File: src/rtl/dmem_lsu_initiator.sv
// dmem_lsu_initiator: byte/half/word load-store initiator for the word-wide done-handshake dmem.
// Optional done watchdog is compiled in with `define DMEM_TIMEOUT_EN.
//   state    | meaning
//   IDLE     | ready for a new request
//   RD_ISSUE | one-cycle dmem_read_o pulse
//   RD_WAIT  | waiting for read done (load result or RMW merge)
//   WR_ISSUE | one-cycle dmem_write_o pulse
//   WR_WAIT  | waiting for write done
//   RESP     | response held until rsp_ready_i
module dmem_lsu_initiator #(
  parameter int TAG_W          = 4,
  parameter int TIMEOUT_CYCLES = 64
) (
  input  logic             clk_i,
  input  logic             reset_i,
  input  logic             req_valid_i,
  output logic             req_ready_o,
  input  logic             req_store_i,
  input  logic [1:0]       req_size_i,
  input  logic             req_signed_i,
  input  logic [31:0]      req_addr_i,
  input  logic [31:0]      req_data_i,
  input  logic [TAG_W-1:0] req_tag_i,
  output logic             rsp_valid_o,
  input  logic             rsp_ready_i,
  output logic [TAG_W-1:0] rsp_tag_o,
  output logic [31:0]      rsp_data_o,
  output logic [1:0]       rsp_err_o,
  output logic             dmem_read_o,
  output logic             dmem_write_o,
  output logic [31:0]      dmem_addr_o,
  output logic [31:0]      dmem_data_o,
  input  logic [31:0]      dmem_rd_data_i,
  input  logic             dmem_done_i
);

  typedef enum logic [2:0] {IDLE, RD_ISSUE, RD_WAIT, WR_ISSUE, WR_WAIT, RESP} state_t;
  state_t state, state_nxt;

  logic             store_q, signed_q;
  logic [1:0]       size_q, err_q;
  logic [31:0]      addr_q, wbuf_q, rsp_data_q;
  logic [TAG_W-1:0] tag_q;
  logic             misaligned, in_wait, timeout_hit;
  logic [7:0]       lane_b;
  logic [15:0]      lane_h;
  logic [31:0]      load_val, merged;

  assign misaligned = (req_size_i == 2'd1) ? req_addr_i[0]
                    : (req_size_i != 2'd0) && (req_addr_i[1:0] != 2'b00);
  assign in_wait    = (state == RD_WAIT) || (state == WR_WAIT);

`ifdef DMEM_TIMEOUT_EN
  localparam int CNT_W = $clog2(TIMEOUT_CYCLES + 1);
  logic [CNT_W-1:0] wait_cnt;

  always_ff @(posedge clk_i or posedge reset_i) begin
    if (reset_i)                                      wait_cnt <= '0;
    else if (state == RD_ISSUE || state == WR_ISSUE)  wait_cnt <= '0;
    else if (in_wait)                                 wait_cnt <= wait_cnt + 1'b1;
  end

  // A done arriving in the final wait cycle still wins over the watchdog.
  assign timeout_hit = in_wait && !dmem_done_i && (wait_cnt == CNT_W'(TIMEOUT_CYCLES - 1));
`else
  assign timeout_hit = 1'b0 && (TIMEOUT_CYCLES > 0);
`endif

  always_comb begin
    lane_b = 8'h00;
    case (addr_q[1:0])
      2'd0:    lane_b = dmem_rd_data_i[7:0];
      2'd1:    lane_b = dmem_rd_data_i[15:8];
      2'd2:    lane_b = dmem_rd_data_i[23:16];
      default: lane_b = dmem_rd_data_i[31:24];
    endcase
    lane_h = addr_q[1] ? dmem_rd_data_i[31:16] : dmem_rd_data_i[15:0];

    case (size_q)
      2'd0:    load_val = signed_q ? {{24{lane_b[7]}}, lane_b} : {24'h0, lane_b};
      2'd1:    load_val = signed_q ? {{16{lane_h[15]}}, lane_h} : {16'h0, lane_h};
      default: load_val = dmem_rd_data_i;
    endcase

    // Store data sits right-aligned in wbuf_q until the merge overwrites it.
    merged = dmem_rd_data_i;
    if (size_q == 2'd0) begin
      case (addr_q[1:0])
        2'd0:    merged[7:0]   = wbuf_q[7:0];
        2'd1:    merged[15:8]  = wbuf_q[7:0];
        2'd2:    merged[23:16] = wbuf_q[7:0];
        default: merged[31:24] = wbuf_q[7:0];
      endcase
    end else if (addr_q[1]) begin
      merged[31:16] = wbuf_q[15:0];
    end else begin
      merged[15:0] = wbuf_q[15:0];
    end
  end

  always_ff @(posedge clk_i or posedge reset_i) begin
    if (reset_i) state <= IDLE;
    else         state <= state_nxt;
  end

  always_comb begin
    state_nxt = state;
    case (state)
      IDLE: begin
        if (req_valid_i) begin
          if (misaligned)                        state_nxt = RESP;
          else if (req_store_i && req_size_i[1]) state_nxt = WR_ISSUE;
          else                                   state_nxt = RD_ISSUE;
        end
      end
      RD_ISSUE: state_nxt = RD_WAIT;
      RD_WAIT: begin
        if (dmem_done_i)      state_nxt = store_q ? WR_ISSUE : RESP;
        else if (timeout_hit) state_nxt = RESP;
      end
      WR_ISSUE: state_nxt = WR_WAIT;
      WR_WAIT:  if (dmem_done_i || timeout_hit) state_nxt = RESP;
      RESP:     if (rsp_ready_i) state_nxt = IDLE;
      default:  state_nxt = IDLE;
    endcase
  end

  always_ff @(posedge clk_i or posedge reset_i) begin
    if (reset_i) begin
      store_q    <= 1'b0;
      signed_q   <= 1'b0;
      size_q     <= 2'd0;
      err_q      <= 2'd0;
      addr_q     <= 32'h0;
      wbuf_q     <= 32'h0;
      rsp_data_q <= 32'h0;
      tag_q      <= '0;
    end else begin
      case (state)
        IDLE: begin
          if (req_valid_i) begin
            store_q    <= req_store_i;
            signed_q   <= req_signed_i;
            size_q     <= req_size_i;
            addr_q     <= req_addr_i;
            wbuf_q     <= req_data_i;
            tag_q      <= req_tag_i;
            rsp_data_q <= 32'h0;
            err_q      <= misaligned ? 2'd1 : 2'd0;
          end
        end
        RD_WAIT: begin
          if (dmem_done_i) begin
            if (store_q) wbuf_q     <= merged;
            else         rsp_data_q <= load_val;
          end else if (timeout_hit) begin
            err_q <= 2'd2;
          end
        end
        WR_WAIT: if (timeout_hit) err_q <= 2'd2;
        default: ;
      endcase
    end
  end

  assign req_ready_o  = (state == IDLE);
  assign rsp_valid_o  = (state == RESP);
  assign rsp_tag_o    = rsp_valid_o ? tag_q : '0;
  assign rsp_data_o   = rsp_valid_o ? rsp_data_q : 32'h0;
  assign rsp_err_o    = rsp_valid_o ? err_q : 2'd0;
  assign dmem_read_o  = (state == RD_ISSUE);
  assign dmem_write_o = (state == WR_ISSUE);
  assign dmem_addr_o  = {addr_q[31:2], 2'b00};
  assign dmem_data_o  = wbuf_q;

endmodule

File: config.mk
export PLATFORM = sky130hd
export DESIGN_NAME = dmem_lsu_initiator
export DESIGN_NICKNAME = d
export VERILOG_FILES = /design/src/rtl/dmem_lsu_initiator.sv
export SDC_FILE = /design/constraint.sdc
export NUM_CORES = 1
export LEC_CHECK = 0
export ABC_AREA = 0
export CORE_ASPECT_RATIO = 0.8
export CORE_MARGIN = 4
export CORE_UTILIZATION = 30
export CTS_BUF_LIST = sky130_fd_sc_hd__clkbuf_2
export DETAILED_ROUTE_END_ITERATION = 7
export PLACE_DENSITY = 0.66
export SETUP_SLACK_MARGIN = 0.05
export SLEW_MARGIN = 20
export SYNTH_ARGS = -nofsm -noshare
export SYNTH_HDL_FRONTEND = slang
export SYNTH_SLANG_ARGS = --single-unit
File: constraint.sdc
create_clock -name clk_i -period 4.6 [get_ports clk_i]
set_clock_uncertainty 0.2 [all_clocks]
set_input_delay 0.46 -clock clk_i [delete_from_list [all_inputs] [get_ports clk_i]]
set_output_delay 0.46 -clock clk_i [all_outputs]
set_load 0.05 [all_outputs]
; After elaboration in Yosys (flattened, before gate mapping)
; Index checks and enable logic that the tools add are counted.
[classes]
eq_ne = 17
mux = 33
reduce_logical = 15
[ops]
columns = cell, n
row1 = $mux W32, 10
row2 = $pmux W32 S2, 3
row3 = $mux W16, 3
row4 = $mux W8, 4
row5 = $pmux W8 S3, 1
row6 = $mux W3, 6
row7 = $pmux W3 S6, 1
row8 = $reduce_and A4 Y1, 3
row9 = $ne A2 B2 Y1 const B, 5
row10 = $eq A2 B1 Y1 const B, 3
row11 = $eq A3 B2 Y1 const B, 2
row12 = $eq A3 B3 Y1 const B, 2
row13 = $reduce_and A6 Y1, 1
row14 = $reduce_bool A2 Y1, 3
row15 = $reduce_and A5 Y1, 1
row16 = $logic_not A2 Y1, 2
row17 = $mux W2, 2
row18 = $mux W4, 1
row19 = $eq A3 B1 Y1 const B, 1
row20 = $logic_not A3 Y1, 1
row21 = $ne A3 B2 Y1 const B, 1
row22 = $ne A3 B3 Y1 const B, 1
row23 = $reduce_or A3 Y1, 1
row24 = $eq A2 B2 Y1 const B, 1
row25 = 4 further kinds, 6
[totals]
regBits = 109
input_bits = 109
wordCells = 76

; Logic depth before layout (Yosys ltp)
[logic_depth]
ltp_word = 7
ltp_mapped = 7

; Least setup slack after synthesis
; OpenSTA, ideal clock, no wires.
[synth_timing]
path_type = flip-flop to output port
from = register state[0]
to = output port rsp_data_o[22]
arrival_time_ns = 1.890
slack_ns = 2.050
stages_incl_launch_ff = 6
path_buffers = 2
cell_sequence = dfrtp_1 > clkbuf_1 > nand2_1 > nor2_1 > clkbuf_1 > and2_1
[synth_via]
elab_chain_cells = 2
[synth_rtl]
columns = item, line
row1 = from (decl), 38  ; state_t state, state_nxt;
row2 = from (signal assigned), 103  ; else state <= state_nxt;
row3 = $eq A3 B3 Y1, 167  ; assign rsp_valid_o = (state == RESP);
row4 = net rsp_valid_o, 24  ; output logic rsp_valid_o,
row5 = $mux W32, 169  ; assign rsp_data_o = rsp_valid_o ? rsp_data_q : 32'h0;
row6 = to (decl), 27  ; output logic [31:0] rsp_data_o,
; The timed path passes the listed nets, and every way through them passes these cells.

; Worst setup path in the final report
[layout_timing]
from = register state[2]
to = output port rsp_data_o[3]
[layout_via]
elab_chain_cells = 2
[layout_rtl]
columns = item, line
row1 = $eq A3 B3 Y1, 167
row2 = $mux W32, 169
; No other way between the ends.

==> qor.csv <==
metric,value,unit
finalSetupViolCount,0,
grtUsageTotal,17.8,%
fin_crit,3.47,ns
ys_async_sr_fraction,100,%
power_density,676,nW/µm²
ctsHoldBuffers,0,
num_rows,45,
path_clk_slew,0.31,ns
drt_first_pass_iters,5,
max_freq,0.288,GHz
use_met2,27.2,%
crit_fanout,38,
cp-end-kind,output port,
num_antenna_cells,0,
netlist_instances,627,
gp_congestion,0.803,
synth_top_family_by_area,simple AND/OR/NAND/NOR gates,
grt_max_degree,67,
io_buffers,211,
grt_pass1_wl,29900,µm
crit_type,register to output port,
slew_headroom,30.3,%
layout-drive-gt1-share,9.99,%
cts_resized,0,
fin_setup_tns,0,ns
synth_compound_area_share,17.2,%
rsz0062_at_grt,false,
htreeDepth,3,
synthAdderAreaFrac,0,%
yosysWarnings,0,
cts_buffers,9,
synth_mux_area_share,8.76,%
tightest_slew,1.05,ns
ys_ff_latch,108,
final_common_cell,clkdlybuf4s50_1,
timing.rr.start,addr_q[1],
die_y,133,µm
groute.layer.met3.usage,6.45,%
synth_area,5840,µm²
post_cts_buffers,0,
critical_path.startpoint,state[2],
drc,0,
leakage,0.00344,µW
vias_per_cell,4.90,
reg2reg_slack,1.77,ns
slew_viol_final,0,
ir_worst_vdd,360,µV
cp.arrival,2.81,ns
grt.busiest_layer,met2,
fin_hold_ws,0.0997,ns
root_buffer,clkbuf_2,
avgRoutedWirePerCell,18.8,µm
cts_tree,built,
insertion_delay,0.61,ns
chipWidth,164,µm
gr-total-overflow,0,
placed_area,7950,µm²
die-area,21800,µm²
avgSynthCellArea,9.31,µm²
drv_cap,0,
synth-simple-area-share,20.0,%
totalWireLength,19800,µm
min_from,req_addr_i[31],
synth-edff-count,0,
grt_pass1_vias,4990,
dp_hpwl,14700,µm
io_pins,215,
final_cell_mix,"clkdlybuf4s50_1 (211), nand2_1 (142), dfrtp_1 (108)",
clock_path_buffers,2,
dr_total_vias,5141,
areaGrowthSynthToFinish,37.6,%
start_util,30.7,%
ys_seq_area_share,46.3,%
synth-xor-area-share,0,%
cp.required,3.94,ns
synth_flop_cell,dfrtp_1,
postLayoutCellArea,8030,µm²
final_nets,895,
synthDistinctLibCells,48,
timing.final.crit_share,75.4,%
drt_iter0_drc,413,
drt.antenna.violating_nets,0,
status,completed,
hold_path.class,input port to register,
start_kind,register,
hold_violations,0,
fillers,1923,
antenna_found_initial,2,
use_met1,24.6,%
clock-sinks,108,
core,19000,µm²
## cell families after synthesis
kind of cell           Yosys count
flip-flops                     108
AND/OR/NAND/NOR                249
multiplexers                    46
buffers and inverters           79
AO/OA/AOI/OAI                  144
other                            1
## layout make-up
cell class / instances / area [µm²] / area share [%]
multi-input combinational: 442 / 2720 / 33.8
sequential: 108 / 2700 / 33.6
timing repair buffer: 221 / 2190 / 27.2
tap: 258 / 323 / 4.02
clock buffer: 10 / 50.0 / 0.623
clock inverter: 6 / 38.8 / 0.483
inverter: 4 / 17.5 / 0.218
## state kept, by name (all words and copies together) (netlist names)
signal	count
addr_q	32
dmem_data_o	32
err_q	1
rsp_data_q	32
signed_q	1
size_q	2
state	3
store_q	1
tag_q	4
## path summary, 6_finish.rpt
| check | endpoint | cells past startpoint |
|---|---|---|
| setup / recovery | rsp_data_o[3] | 5 |
| hold / removal | addr_q[31] | 3 |
| setup reg to reg | rsp_data_q[24] | 4 |
| hold reg to reg | tag_q[2] | 2 |
| max in group asynchronous | addr_q[1] | 3 |
| min in group asynchronous | dmem_data_o[11] | 2 |
## Yosys cell counts, types with 3 or more instances
cell,instances,share of area (%)
a211oi_1,8,1.0
a21oi_1,44,3.8
a221o_1,8,1.4
a221o_2,10,1.9
a22o_1,13,1.9
and2_1,37,4.0
and3_1,11,1.2
buf_2,6,0.51
buf_4,35,4.5
clkbuf_1,30,1.9
dfrtp_1,108,46
inv_1,4,0.26
mux2_2,31,6.0
mux2i_1,14,2.4
nand2_1,142,9.1
nand2b_1,4,0.43
nor2_1,25,1.6
nor2b_1,10,1.1
nor3_1,3,0.26
o21ai_0,31,2.7
o21ai_1,4,0.34
o21bai_1,8,1.0
o221ai_1,8,1.2
## critical path, stage by stage, from the launching register on
cell and delay [ns]:
dfrtp_1 0.67, nand2_1 0.12, nor2_2 0.09, buf_4 0.29
and2_1 0.19, clkdlybuf4s50_1 0.81
## layer usage
layer | wire length, µm | part of all wire (%)
met1 | 9070 | 46
met5 | 27 | 0.14
met4 | 180 | 0.91
met3 | 1890 | 9.6
met2 | 8600 | 43
## where the power goes
group	internal, µW	switching [µW]
clock network	73.1	341
registers	1370	440
logic	1190	2010
total	2640	2790
## stage by stage
| step | power [µW] | utilization [%] | setup slack [ns] | std cells |
|---|---|---|---|---|
| CTS | 5470 | 42.2 | 1.06 | 1049 |
| floorplan | 4110 | - | 1.09 | 629 |
| finish | 5430 | 42.2 | 1.13 | 1049 |
| global placement | 5030 | 41.7 | 1.79 | 1033 |
| global route | 5780 | 42.2 | 0.906 | 1049 |
| detailed placement | 5050 | 41.7 | 1.78 | 1033 |
No activity file was read; power rests on OpenSTA's default activity.
